`src/rtl/booth_pkg.sv`:
```
// Shared types and constants for the sequential radix-2 Booth multiplier.
package booth_pkg;

  localparam int DEF_WIDTH = 4;

  typedef enum logic [1:0] {
    IDLE = 2'b00,
    RUN  = 2'b01,
    DONE = 2'b10
  } state_t;

  function automatic int clog2(input int v);
    int r;
    r = 0;
    while ((1 << r) < v) r++;
    return r;
  endfunction

  // A step counter needs at least one bit even for the narrowest operand.
  function automatic int cnt_w(input int width);
    return (clog2(width) < 1) ? 1 : clog2(width);
  endfunction

endpackage

```
`src/rtl/booth_step.sv`:
```
// One radix-2 Booth step: conditional add/subtract of the multiplicand,
// then an arithmetic right shift of the {acc_hi, acc_lo} pair.
module booth_step
  import booth_pkg::*;
#(
  parameter int WIDTH = DEF_WIDTH
) (
  input  logic [WIDTH:0]   acc_hi,
  input  logic [WIDTH-1:0] acc_lo,
  input  logic             e,
  input  logic [WIDTH:0]   m,
  output logic [WIDTH:0]   acc_hi_nxt,
  output logic [WIDTH-1:0] acc_lo_nxt,
  output logic             e_nxt
);

  logic [WIDTH:0] sum;

  always_comb begin
    sum = acc_hi;
    case ({acc_lo[0], e})
      2'b10:   sum = acc_hi - m;
      2'b01:   sum = acc_hi + m;
      default: sum = acc_hi;
    endcase
    // Sign of the WIDTH+1 bit partial sum is replicated into the top.
    acc_hi_nxt = {sum[WIDTH], sum[WIDTH:1]};
    acc_lo_nxt = {sum[0], acc_lo[WIDTH-1:1]};
    e_nxt      = acc_lo[0];
  end

endmodule

```
`src/rtl/booth_mul_seq.sv`:
```
// Iterative signed Booth multiplier: accept a pair in IDLE, retire one step
// per clock in RUN, hold the product in DONE until the consumer takes it.
module booth_mul_seq
  import booth_pkg::*;
#(
  parameter int WIDTH = DEF_WIDTH
) (
  input  logic               clk,
  input  logic               rst,
  input  logic               in_valid,
  output logic               in_ready,
  input  logic [WIDTH-1:0]   in_a,
  input  logic [WIDTH-1:0]   in_b,
  output logic               out_valid,
  input  logic               out_ready,
  output logic [2*WIDTH-1:0] out_product,
  output logic               busy
);

  localparam int CW = cnt_w(WIDTH);

  state_t           state, state_nxt;
  logic [WIDTH:0]   m;
  logic [WIDTH:0]   acc_hi, acc_hi_nxt;
  logic [WIDTH-1:0] acc_lo, acc_lo_nxt;
  logic             e, e_nxt;
  logic [CW-1:0]    cnt;
  logic             accept;
  logic             last;

  assign accept = in_valid && (state == IDLE);
  assign last   = (cnt == CW'(WIDTH - 1));

  booth_step #(.WIDTH(WIDTH)) u_step (
    .acc_hi     (acc_hi),
    .acc_lo     (acc_lo),
    .e          (e),
    .m          (m),
    .acc_hi_nxt (acc_hi_nxt),
    .acc_lo_nxt (acc_lo_nxt),
    .e_nxt      (e_nxt)
  );

  always_ff @(posedge clk or posedge rst) begin
    if (rst) state <= IDLE;
    else     state <= state_nxt;
  end

  // Outputs decode registered state only; no input reaches an output.
  always_comb begin
    state_nxt   = state;
    in_ready    = 1'b0;
    out_valid   = 1'b0;
    busy        = 1'b0;
    out_product = '0;
    case (state)
      IDLE: begin
        in_ready = 1'b1;
        if (in_valid) state_nxt = RUN;
      end
      RUN: begin
        busy = 1'b1;
        if (last) state_nxt = DONE;
      end
      DONE: begin
        out_valid   = 1'b1;
        out_product = {acc_hi[WIDTH-1:0], acc_lo};
        if (out_ready) state_nxt = IDLE;
      end
      default: state_nxt = IDLE;
    endcase
  end

  always_ff @(posedge clk or posedge rst) begin
    if (rst) begin
      m      <= '0;
      acc_hi <= '0;
      acc_lo <= '0;
      e      <= 1'b0;
      cnt    <= '0;
    end else if (accept) begin
      // Extra multiplicand bit keeps -M representable for the most-negative b.
      m      <= {in_b[WIDTH-1], in_b};
      acc_hi <= '0;
      acc_lo <= in_a;
      e      <= 1'b0;
      cnt    <= '0;
    end else if (state == RUN) begin
      acc_hi <= acc_hi_nxt;
      acc_lo <= acc_lo_nxt;
      e      <= e_nxt;
      cnt    <= cnt + CW'(1);
    end
  end

endmodule
```
`config.mk`:
```
export PLATFORM = sky130hd
export DESIGN_NAME = booth_mul_seq
export DESIGN_NICKNAME = d
export VERILOG_FILES = /design/src/rtl/booth_pkg.sv /design/src/rtl/booth_step.sv /design/src/rtl/booth_mul_seq.sv
export SDC_FILE = /design/constraint.sdc
export NUM_CORES = 1
export LEC_CHECK = 0
export BUFFER_PORTS_ARGS = -buffer_cell sky130_fd_sc_hd__buf_2
export CELL_PAD_IN_SITES_DETAIL_PLACEMENT = 1
export CELL_PAD_IN_SITES_GLOBAL_PLACEMENT = 1
export CORE_ASPECT_RATIO = 1.5
export CORE_UTILIZATION = 39
export CTS_CLUSTER_DIAMETER = 50
export DETAILED_ROUTE_END_ITERATION = 8
export PLACE_DENSITY = 0.84
export RECOVER_POWER = 25
export SETUP_SLACK_MARGIN = 0.3
export SYNTH_ARGS = -nofsm -noshare
export SYNTH_HDL_FRONTEND = slang
export SYNTH_SLANG_ARGS = --single-unit
```
`constraint.sdc`:
```
create_clock -name clk -period 2.2 [get_ports clk]
set_input_delay 0.11 -clock clk [delete_from_list [all_inputs] [get_ports clk]]
set_output_delay 0.11 -clock clk [all_outputs]
set_load 0.05 [all_outputs]
```
==> results of run 1 <==
## stage by stage
step | cell area [sq um] | hold WS (ps) | setup WS, ps | util, % | instances
detailed placement | 1187 | 237.3 | 154.6 | 47.93 | 160
finish | 1349 | 10.95 | 224.6 | 54.44 | 174
global route | 1349 | 11.33 | 99.78 | 54.44 | 174
floorplan | 1065 | 36.07 | 323.7 | - | 118
global placement | 1187 | 225.8 | 194.4 | 47.93 | 160
CTS | 1296 | 13.69 | 227.2 | 52.32 | 172
## how the worst max path moves through the flow
stage / startpoint / end / slack (ps) / cells after the start
after floorplan: m[0] / acc_hi[3] / 320 / 10
after global placement: m[0] / acc_hi[3] / 190 / 10
after detailed placement: m[1] / acc_hi[3] / 150 / 10
after CTS: m[0] / acc_hi[3] / 230 / 10
after global routing: m[1] / acc_hi[3] / 100 / 10
final: m[1] / acc_hi[3] / 220 / 10
## registers in the layout, indices dropped and copies added (netlist names)
| name | flops |
|---|---|
| acc_lo | 4 |
| cnt | 2 |
| acc_hi | 4 |
| e | 1 |
| m | 4 |
| state | 2 |
## synthesized netlist by cell type (all sizes together)
master	count	area [sq um]
and3	1	6.260
nand2	16	60.06
a31oi	2	12.51
mux2	2	22.52
a22oi	2	15.01
nand2b	4	32.53
o21ai	9	45.04
o22ai	1	6.260
xor2	4	35.03
and2	10	62.56
o31ai	1	7.510
a21o	1	7.510
nor3	3	15.01
a22o	1	8.760
clkbuf	2	7.510
nor2b	1	6.260
buf	2	10.01
a21oi	6	37.54
fa	1	20.02
inv	9	33.78
a221o	1	10.01
ha	7	87.58
xnor2	1	8.760
nor2	11	43.80
dfrtp	17	425.4
nand3	3	15.01
## per-layer routing
| layer | global-route usage (%) | wire, um | part of all wire [%] | vias to the layer above |
|---|---|---|---|---|
| li1 | - | - | - | 458 |
| met1 | 25.89 | 1132 | 43 | 443 |
| met2 | 36.21 | 1368 | 52 | 17 |
| met3 | 1.648 | 53 | 2.0 | 6 |
| met4 | 6.439 | 61 | 2.3 | 0 |
| met5 | 0 | 0 | 0 | - |
## final cells by class
cell class / instances / area [sq um] / area share, %
multi-input cells: 88 / 645.6 / 47.87
flip-flops and latches: 17 / 425.4 / 31.54
well taps: 24 / 30.03 / 2.226
inverters: 9 / 33.78 / 2.505
clock buffers: 4 / 26.28 / 1.948
repair buffers: 32 / 187.7 / 13.91
## what timing repair did
action                                  in CTS  in global routing
buffers inserted                             7                  2
hold buffers                                 1                  0
resized for setup                            7                  8
pin swaps                                    8                  8
endpoints found under the setup margin       3                 12
endpoints found under the hold margin       17                  0
## tightest hold or removal path: cells and delay by family
family | cells | cell delay, ps
simple gates | 2 | 90
buf+inv | 1 | 70
## cells by family after synthesis
kind of cell / synth area share (%)
AND/OR/NAND/NOR: 23.17
adder cells (fa/ha/maj): 10.32
AO/OA/AOI/OAI: 14.41
buffers and inverters: 4.922
flip-flops: 40.82
XOR/XNOR: 4.201
multiplexers: 2.161
==> results by group, run 1 <==
Yosys
  • Seq/Total Area, Yosys: 40.82%
  • Syn_area_per_cell: 8.833 sq um
  • Netlist cell types: 30
  • Yosys reg bits: 17
  • Syn Inst Count: 118
  • Net Count, Synth: 138
  • Synth warnings: 0
  • Area of the mapped netlist: 0.001042 sq mm

Floorplan
  • Die height: 65.32 um
  • DIE AREA: 0.002888 sq mm
  • Core area: 0.002477 sq mm
  • Row cnt: 22
  • Initial Utilization: 42.07%
  • Die Width: 44.21 um
  • # IOs: 23

Drt
  • Initial DRC count: 19
  • DRC viols: 0
  • WL final: 2.615 mm
  • ANT nets after route: 0
  • Drt first pass iters: 2
  • Vias per cell: 5.310
  • Routed len/inst: 15.03 um
  • Vias post-DR: 924

Critical path
  • FF-to-FF setup slack: 220 ps
  • CP Max Fanout: 2
  • Critical Path Slowest Stage Cell: dfrtp_1
  • Req. time, crit path: 2380 ps
  • Crit. End Element: flop
  • Crit-path max cell delay: 400 ps
  • Critical path's most frequent cell: nor2_1
  • Worst reg2reg endpoint: acc_hi[3]
  • Crit path launch type: flop
  • Worst r2r src: m[1]
  • Crit path max-delay family: simple AND/OR/NAND/NOR gates
  • Crit path cell chain: buf_4, nor3_2, nor2_1, xor2_1, ha_1, nor2_1, a21oi_4, xnor2_2, nand2b_4, a31oi_1
  • Sum of buffers and inverters on the critical path: 1
  • Setup CP Type: reg2reg
  • Crit path arrival time: 2150 ps
  • Worst R2R Path Depth: 10

Finish
  • Commonest non-fill, non-tap cell in the layout: buf_2
  • # diodes: 0
  • Fillers: 301
  • Most frequent cells in the layout: buf_2 (22), dfrtp_1 (17), nand2_1 (16), and2_1 (10)
  • Final nets: 171
  • Layout cells sized above 1: 38.00%
  • P&R area growth vs syn: 29.41%

Timing
  • Clk_skew: 3.179 ps
  • Worst slew margin: 53.62%
  • Fmax achieved: 506.2 MHz
  • Unrepaired setup endpoints after global routing: true
  • Min cycle time layout: 1975 ps
  • Final hold violations: 0
  • TNS Setup: 0 ps
  • Tcrit/Tclk final: 89.79%
  • Final Max Tran Viols: 0
  • Worst-Margin Slew: 694.2 ps
  • Final setup fails: 0

Clock tree
  • Worst-skew pair later-pin latency: 290 ps
  • Reg clk slew, reported paths: 100 ps
  • TritonCTS Buffers: 3
  • H-tree depth: 1
  • Maximum root-to-sink buffer count: 2
  • CTS sink count: 17
  • Root Buffer: clkbuf_4
  • CTS tree: yes

Flow run
  • Max-cap violations: 0

Hold path
  • WHS Endpoint: m[3]
  • Worst hold start: in_b[3]
  • Hold depth: 3
  • Worst Hold Class: in2reg

Placement
  • Port bufs: 22
  • GPL Wtd Cong: 0.8076
  • DP HPWL: 1.928 mm

Global routing
  • Number of antenna violations at the first check in global routing: 0
  • Gr ovfl total: 0
  • GRT Resource Usage Total: 20.55%
  • Vias in the first global route: 1,011
  • Largest net degree at the start of global routing: 18
  • First-pass GRT wire length: 4.554 mm

Status
  • Outcome: finished clean
Power of run 1 is not shown: default switching activity piles up to over one toggle a cycle in this logic, so the estimate is an artifact.
==> run 2, diff against run 1 <==
--- a/config.mk
+++ b/config.mk
@@ -9,12 +9,13 @@
 export CELL_PAD_IN_SITES_DETAIL_PLACEMENT = 1
 export CELL_PAD_IN_SITES_GLOBAL_PLACEMENT = 1
 export CORE_ASPECT_RATIO = 1.5
-export CORE_UTILIZATION = 39
+export CORE_UTILIZATION = 42
 export CTS_CLUSTER_DIAMETER = 50
 export DETAILED_ROUTE_END_ITERATION = 8
-export PLACE_DENSITY = 0.84
+export PLACE_DENSITY = 0.85
 export RECOVER_POWER = 25
 export SETUP_SLACK_MARGIN = 0.3
 export SYNTH_ARGS = -nofsm -noshare
 export SYNTH_HDL_FRONTEND = slang
+export SYNTH_HIERARCHICAL = 1
 export SYNTH_SLANG_ARGS = --single-unit
==> results by group, run 2 <==
Status
  • Outcome: finished with violations
  • Failing checks: negative setup slack

Finish
  • Commonest non-fill, non-tap cell in the layout: buf_2
  • P&R area growth vs syn: 27.32%
  • Fillers: 304
  • Layout cells sized above 1: 48.87%
  • Max FFs per register: 5
  • Area of the multi-input gates: 737.0 sq um
  • Final nets: 155
  • # diodes: 0
  • Storage element area: 451.7 sq um
  • Biggest regs: acc_hi x5, acc_lo x4, m x4
  • Biggest register: acc_hi
  • Most frequent cells in the layout: buf_2 (22), dfrtp_1 (17), and2_1 (9), buf_4 (8), a22o_1 (7)

Critical path
  • Setup CP Type: reg2reg
  • Crit. Startpoint: m[0]
  • Crit path max-delay family: compound AO/OA/AOI/OAI gates
  • Req. time, crit path: 2340 ps
  • Critical Path Slowest Stage Cell: dfrtp_1
  • CP Max Fanout: 3
  • Sum of buffers and inverters on the critical path: 1
  • Crit path launch type: flop
  • Crit-path max cell delay: 410 ps
  • Worst r2r src: m[0]
  • Crit path arrival time: 2370 ps
  • Crit path cell chain: buf_4, nor3_4, nor2_2, xor2_1, ha_1, a21oi_2, and3b_1, mux2i_1, xnor2_1, a22o_1
  • Crit. End Element: flop

Floorplan
  • Core area: 0.002648 sq mm
  • # IOs: 23
  • Initial Utilization: 44.28%
  • Die height: 66.71 um
  • Die Width: 45.14 um
  • Row cnt: 23
  • DIE AREA: 0.003011 sq mm

Placement
  • Port bufs: 22
  • Pre-CTS setup slack: 10.44 ps
  • DP HPWL: 2.120 mm
  • GPL Wtd Cong: 0.8117

Hold path
  • Worst hold start: in_b[2]
  • Worst Hold Class: in2reg

Timing
  • Final critical-path setup slack: -23.83 ps
  • Worst slew margin: 54.57%
  • Min cycle time layout: 2224 ps
  • Unrepaired setup endpoints after global routing: true
  • Final hold violations: 0
  • Hold slack: 81.04 ps
  • TNS Setup: -23.83 ps
  • Worst-Margin Slew: 680.7 ps
  • Tcrit/Tclk final: 101.1%
  • Final Max Tran Viols: 0
  • Fmax achieved: 449.7 MHz
  • Final setup fails: 1
  • Clk_skew: 5.601 ps

Yosys
  • Synth Flop Type: dfrtp_1
  • Post-synthesis xor/xnor area fraction: 3.735%
  • Area of the mapped netlist: 0.001172 sq mm
  • Post-Synth Simple-Gate Area: 16.76%
  • Seq/Total Area, Yosys: 38.42%
  • Yosys reg bits: 18
  • Main combinational cell family by area after synthesis: simple AND/OR/NAND/NOR gates
  • EDFF count, synth: 0
  • Cell accounting for the most synthesized area: dfrtp_1
  • Area share of fa/ha/maj cells after synthesis: 10.25%
  • FFs w/ async S/R, synth: 100.0%
  • Synth warnings: 6
  • Syn Inst Count: 107
  • Cell with the most instances after synthesis: dfrtp_1
  • Compound-cell area share of the yosys netlist: 15.26%
  • Net Count, Synth: 128
  • Ranking of synthesized cells by area: dfrtp_1 (38%), ha_1 (8.5%), mux2_2 (6.7%), a22o_1 (5.2%), and2_1 (4.8%)
  • Synth top area share: 38.42%
  • Synth top cells by count: dfrtp_1 (18), and2_1 (9), ha_1 (8)
  • Netlist cell types: 33
  • Proportion of synthesized area in mux cells: 8.431%
  • Syn_area_per_cell: 10.96 sq um

Global routing
  • GRT Resource Usage Total: 22.81%
  • First-pass GRT wire length: 4.857 mm
  • Gr ovfl total: 0
  • Vias in the first global route: 998
  • Largest net degree at the start of global routing: 19
  • Number of antenna violations at the first check in global routing: 0

Drt
  • ANT nets after route: 0
  • Initial DRC count: 11
  • DRC viols: 0
  • Vias post-DR: 929
  • WL final: 3.061 mm
  • Routed len/inst: 18.01 um
  • Vias per cell: 5.465
  • Drt first pass iters: 4

Clock tree
  • Maximum root-to-sink buffer count: 2
  • H-tree depth: 1
  • Reg clk slew, reported paths: 70 ps
  • Worst-skew pair later-pin latency: 260 ps
  • TritonCTS Buffers: 3
  • CTS tree: yes
  • CTS sink count: 18
  • Root Buffer: clkbuf_8

Flow run
  • Max-cap violations: 0
==> run 2: cell types whose count changed after synthesis, sizes merged, moves of 3 or more <==
| cell | before | now |
|---|---|---|
| o21ai | 9 | 2 |
| buf | 2 | 7 |
| a22o | 1 | 7 |
| or4b | 0 | 4 |
| o221a | 0 | 4 |
| inv | 9 | 6 |
| mux2 | 2 | 7 |
| nor2 | 11 | 4 |
| nand2 | 16 | 4 |
| nand2b | 4 | 1 |
==> run 2: final cells by class <==
cell class / instances / area share [%]
flip-flops and latches: 18 / 30.26
multi-input cells: 74 / 49.37
inverters: 6 / 1.509
repair buffers: 31 / 12.07
clock buffers: 4 / 3.688
well taps: 37 / 3.101
==> run 2: kinds of logic after synthesis <==
| logic type | count (synthesis) |
|---|---|
| xor gates and xnor gates | 5 |
| AOI/OAI and AO/OA | 21 |
| buffers and inverters | 15 |
| DFF | 18 |
| muxes | 9 |
| and+or+nand+nor | 30 |
| adders and majority gates | 9 |
==> run 2: through the flow <==
step | area [sq um] | utilization (%) | std cells
global placement | 1304 | 49.24 | 160
global route | 1493 | 56.38 | 170
detailed placement | 1304 | 49.24 | 160
finish | 1493 | 56.38 | 170
floorplan | 1186 | - | 107
CTS | 1406 | 53.12 | 168
==> run 2: layer usage <==
layer | part of all wire (%) | global-route usage [%]
met5 | 0 | 0
met4 | 3.2 | 11.74
met3 | 3.4 | 3.252
met2 | 55 | 41.49
met1 | 38 | 24.27
==> run 2: what timing repair did <==
| item | CTS | global route |
|---|---|---|
| endpoints found under the setup margin | 5 | 5 |
| endpoints found under the hold margin | 18 | 0 |
| hold buffers | 1 | 0 |
| pin swaps | 6 | 10 |
| gates cloned | 0 | 0 |
| buffers inserted | 3 | 2 |
| resized for setup | 4 | 14 |
==> run 2: path summary, 6_finish.rpt <==
| check | end | slack, ps | cells after the start |
|---|---|---|---|
| max | acc_hi[3] | -20 | 10 |
| max reg2reg | acc_hi[3] | -20 | 10 |
| min reg2reg | cnt[0] | 490 | 1 |
| max in group asynchronous | m[1] | 1240 | 3 |
| min in group asynchronous | state[1] | 490 | 3 |
| min | m[2] | 80 | 2 |
Power of run 2 is left out for the same reason.
==> run 3, diff against run 2 <==
--- a/config.mk
+++ b/config.mk
@@ -14,6 +14,7 @@
 export DETAILED_ROUTE_END_ITERATION = 8
 export PLACE_DENSITY = 0.85
 export RECOVER_POWER = 25
+export REMOVE_ABC_BUFFERS = 1
 export SETUP_SLACK_MARGIN = 0.3
 export SYNTH_ARGS = -nofsm -noshare
 export SYNTH_HDL_FRONTEND = slang
==> results by group, run 3 (synthesis gave the netlist of run 2 again) <==
Placement
  • DP HPWL: 2.034 mm
  • GPL Wtd Cong: 0.7547
  • Pre-CTS setup slack: -48.93 ps
  • Placed Instances: 162
  • Port bufs: 22

Global routing
  • Gr ovfl total: 0
  • GRT Resource Usage Total: 21.76%
  • Vias in the first global route: 1,010
  • Number of antenna violations at the first check in global routing: 0
  • Largest net degree at the start of global routing: 19
  • First-pass GRT wire length: 4.595 mm

Timing
  • Unrepaired setup endpoints after global routing: true
  • Fmax achieved: 462.0 MHz
  • Final setup fails: 0
  • Final hold violations: 18
  • Clk_skew: 4.387 ps
  • TNS Setup: 0 ps
  • Tcrit/Tclk final: 98.39%
  • Min cycle time layout: 2165 ps
  • Hold slack: -42.12 ps
  • Worst-Margin Slew: 695.7 ps
  • Final Max Tran Viols: 0
  • Worst slew margin: 53.57%
  • Final critical-path setup slack: 35.37 ps

Clock tree
  • Worst-skew pair later-pin latency: 260 ps
  • Root Buffer: clkbuf_8
  • CTS tree: yes
  • TritonCTS Buffers: 3
  • H-tree depth: 1
  • Maximum root-to-sink buffer count: 2
  • CTS Hold Bufs: 0
  • Reg clk slew, reported paths: 70 ps
  • CTS sink count: 18

Critical path
  • Sum of buffers and inverters on the critical path: 0
  • Crit path launch type: flop
  • Worst R2R Path Depth: 9
  • Crit-path max cell delay: 470 ps
  • Crit. Startpoint: m[2]
  • Crit path cell chain: nor3_4, nor2_1, xor2_1, ha_1, a21oi_2, and3b_1, mux2i_1, xnor2_1, a22o_1
  • CP Max Fanout: 5
  • Critical Path Slowest Stage Cell: dfrtp_1
  • Crit. End Element: flop
  • Crit path max-delay family: flip-flops
  • FF-to-FF setup slack: 40 ps
  • Worst r2r src: m[2]
  • Req. time, crit path: 2350 ps
  • Setup CP Type: reg2reg
  • Worst reg2reg endpoint: acc_hi[4]
  • Crit path arrival time: 2310 ps

Drt
  • DRC viols: 0
  • Drt first pass iters: 4
  • Vias post-DR: 928
  • Vias per cell: 5.427
  • WL final: 3.013 mm
  • Routed len/inst: 17.62 um
  • ANT nets after route: 0
  • Initial DRC count: 5

Hold path
  • Worst Hold Class: in2async

Flow run
  • Max-cap violations: 0

Finish
  • Max FFs per register: 5
  • Fillers: 304
  • Final nets: 157
  • # diodes: 0
  • Storage element area: 450.4 sq um
  • Post-route insts no fill: 171
  • Layout cells sized above 1: 51.49%
  • Area of the multi-input gates: 744.5 sq um
  • Commonest non-fill, non-tap cell in the layout: buf_2
  • Biggest regs: acc_hi x5, acc_lo x4, m x4
  • P&R area growth vs syn: 28.07%
  • Biggest register: acc_hi
  • Most frequent cells in the layout: buf_2 (22), dfrtp_1 (18), buf_4 (10), and2_1 (9), a22o_1 (7)

Status
  • Failing checks: negative hold slack
  • Outcome: finished with violations

Floorplan
  • # IOs: 23
  • DIE AREA: 0.003011 sq mm
  • Core area: 0.002648 sq mm
  • Die height: 66.71 um
  • Initial Utilization: 44.28%
  • Row cnt: 23
  • Die Width: 45.14 um
[run 3: worst max path at each step]
stage	endpoint	cells past startpoint
floorplan	acc_hi[3]	9
global placement	acc_hi[3]	9
detailed placement	acc_hi[4]	9
CTS	acc_hi[4]	10
global route	acc_hi[4]	11
finish	acc_hi[4]	9
[run 3: final cells by class]
class                           instances  area share [%]
Sequential cell                        18           30.00
Multi-Input combinational cell         74           49.58
Timing Repair Buffer                   33           13.08
Clock buffer                            3           2.750
Inverter                                6           1.500
Tap cell                               37           3.083
[run 3: per-layer routing]
metal / routed length, um / GRT usage (%) / share of wire (%)
met4: 101 / 12.12 / 3.4
met1: 1090 / 24.44 / 36
met5: 0 / 0 / 0
met2: 1730 / 38.22 / 57
met3: 90 / 2.439 / 3.0
[run 3: stage by stage]
stage,utilization [%],instance area (sq um)
2_1_floorplan,-,1111
6_report,56.71,1501
3_5_place_dp,49.29,1305
5_1_grt,56.71,1501
3_3_place_gp,49.29,1305
4_1_cts,53.31,1411
[run 3: what timing repair did]
action | in CTS | in global routing
pin swaps | 9 | 9
endpoints found under the setup margin | 13 | 5
hold endpoints to repair | 0 | 0
resized for setup | 11 | 13
setup buffers | 4 | 2
Power of run 3 is left out for the same reason.
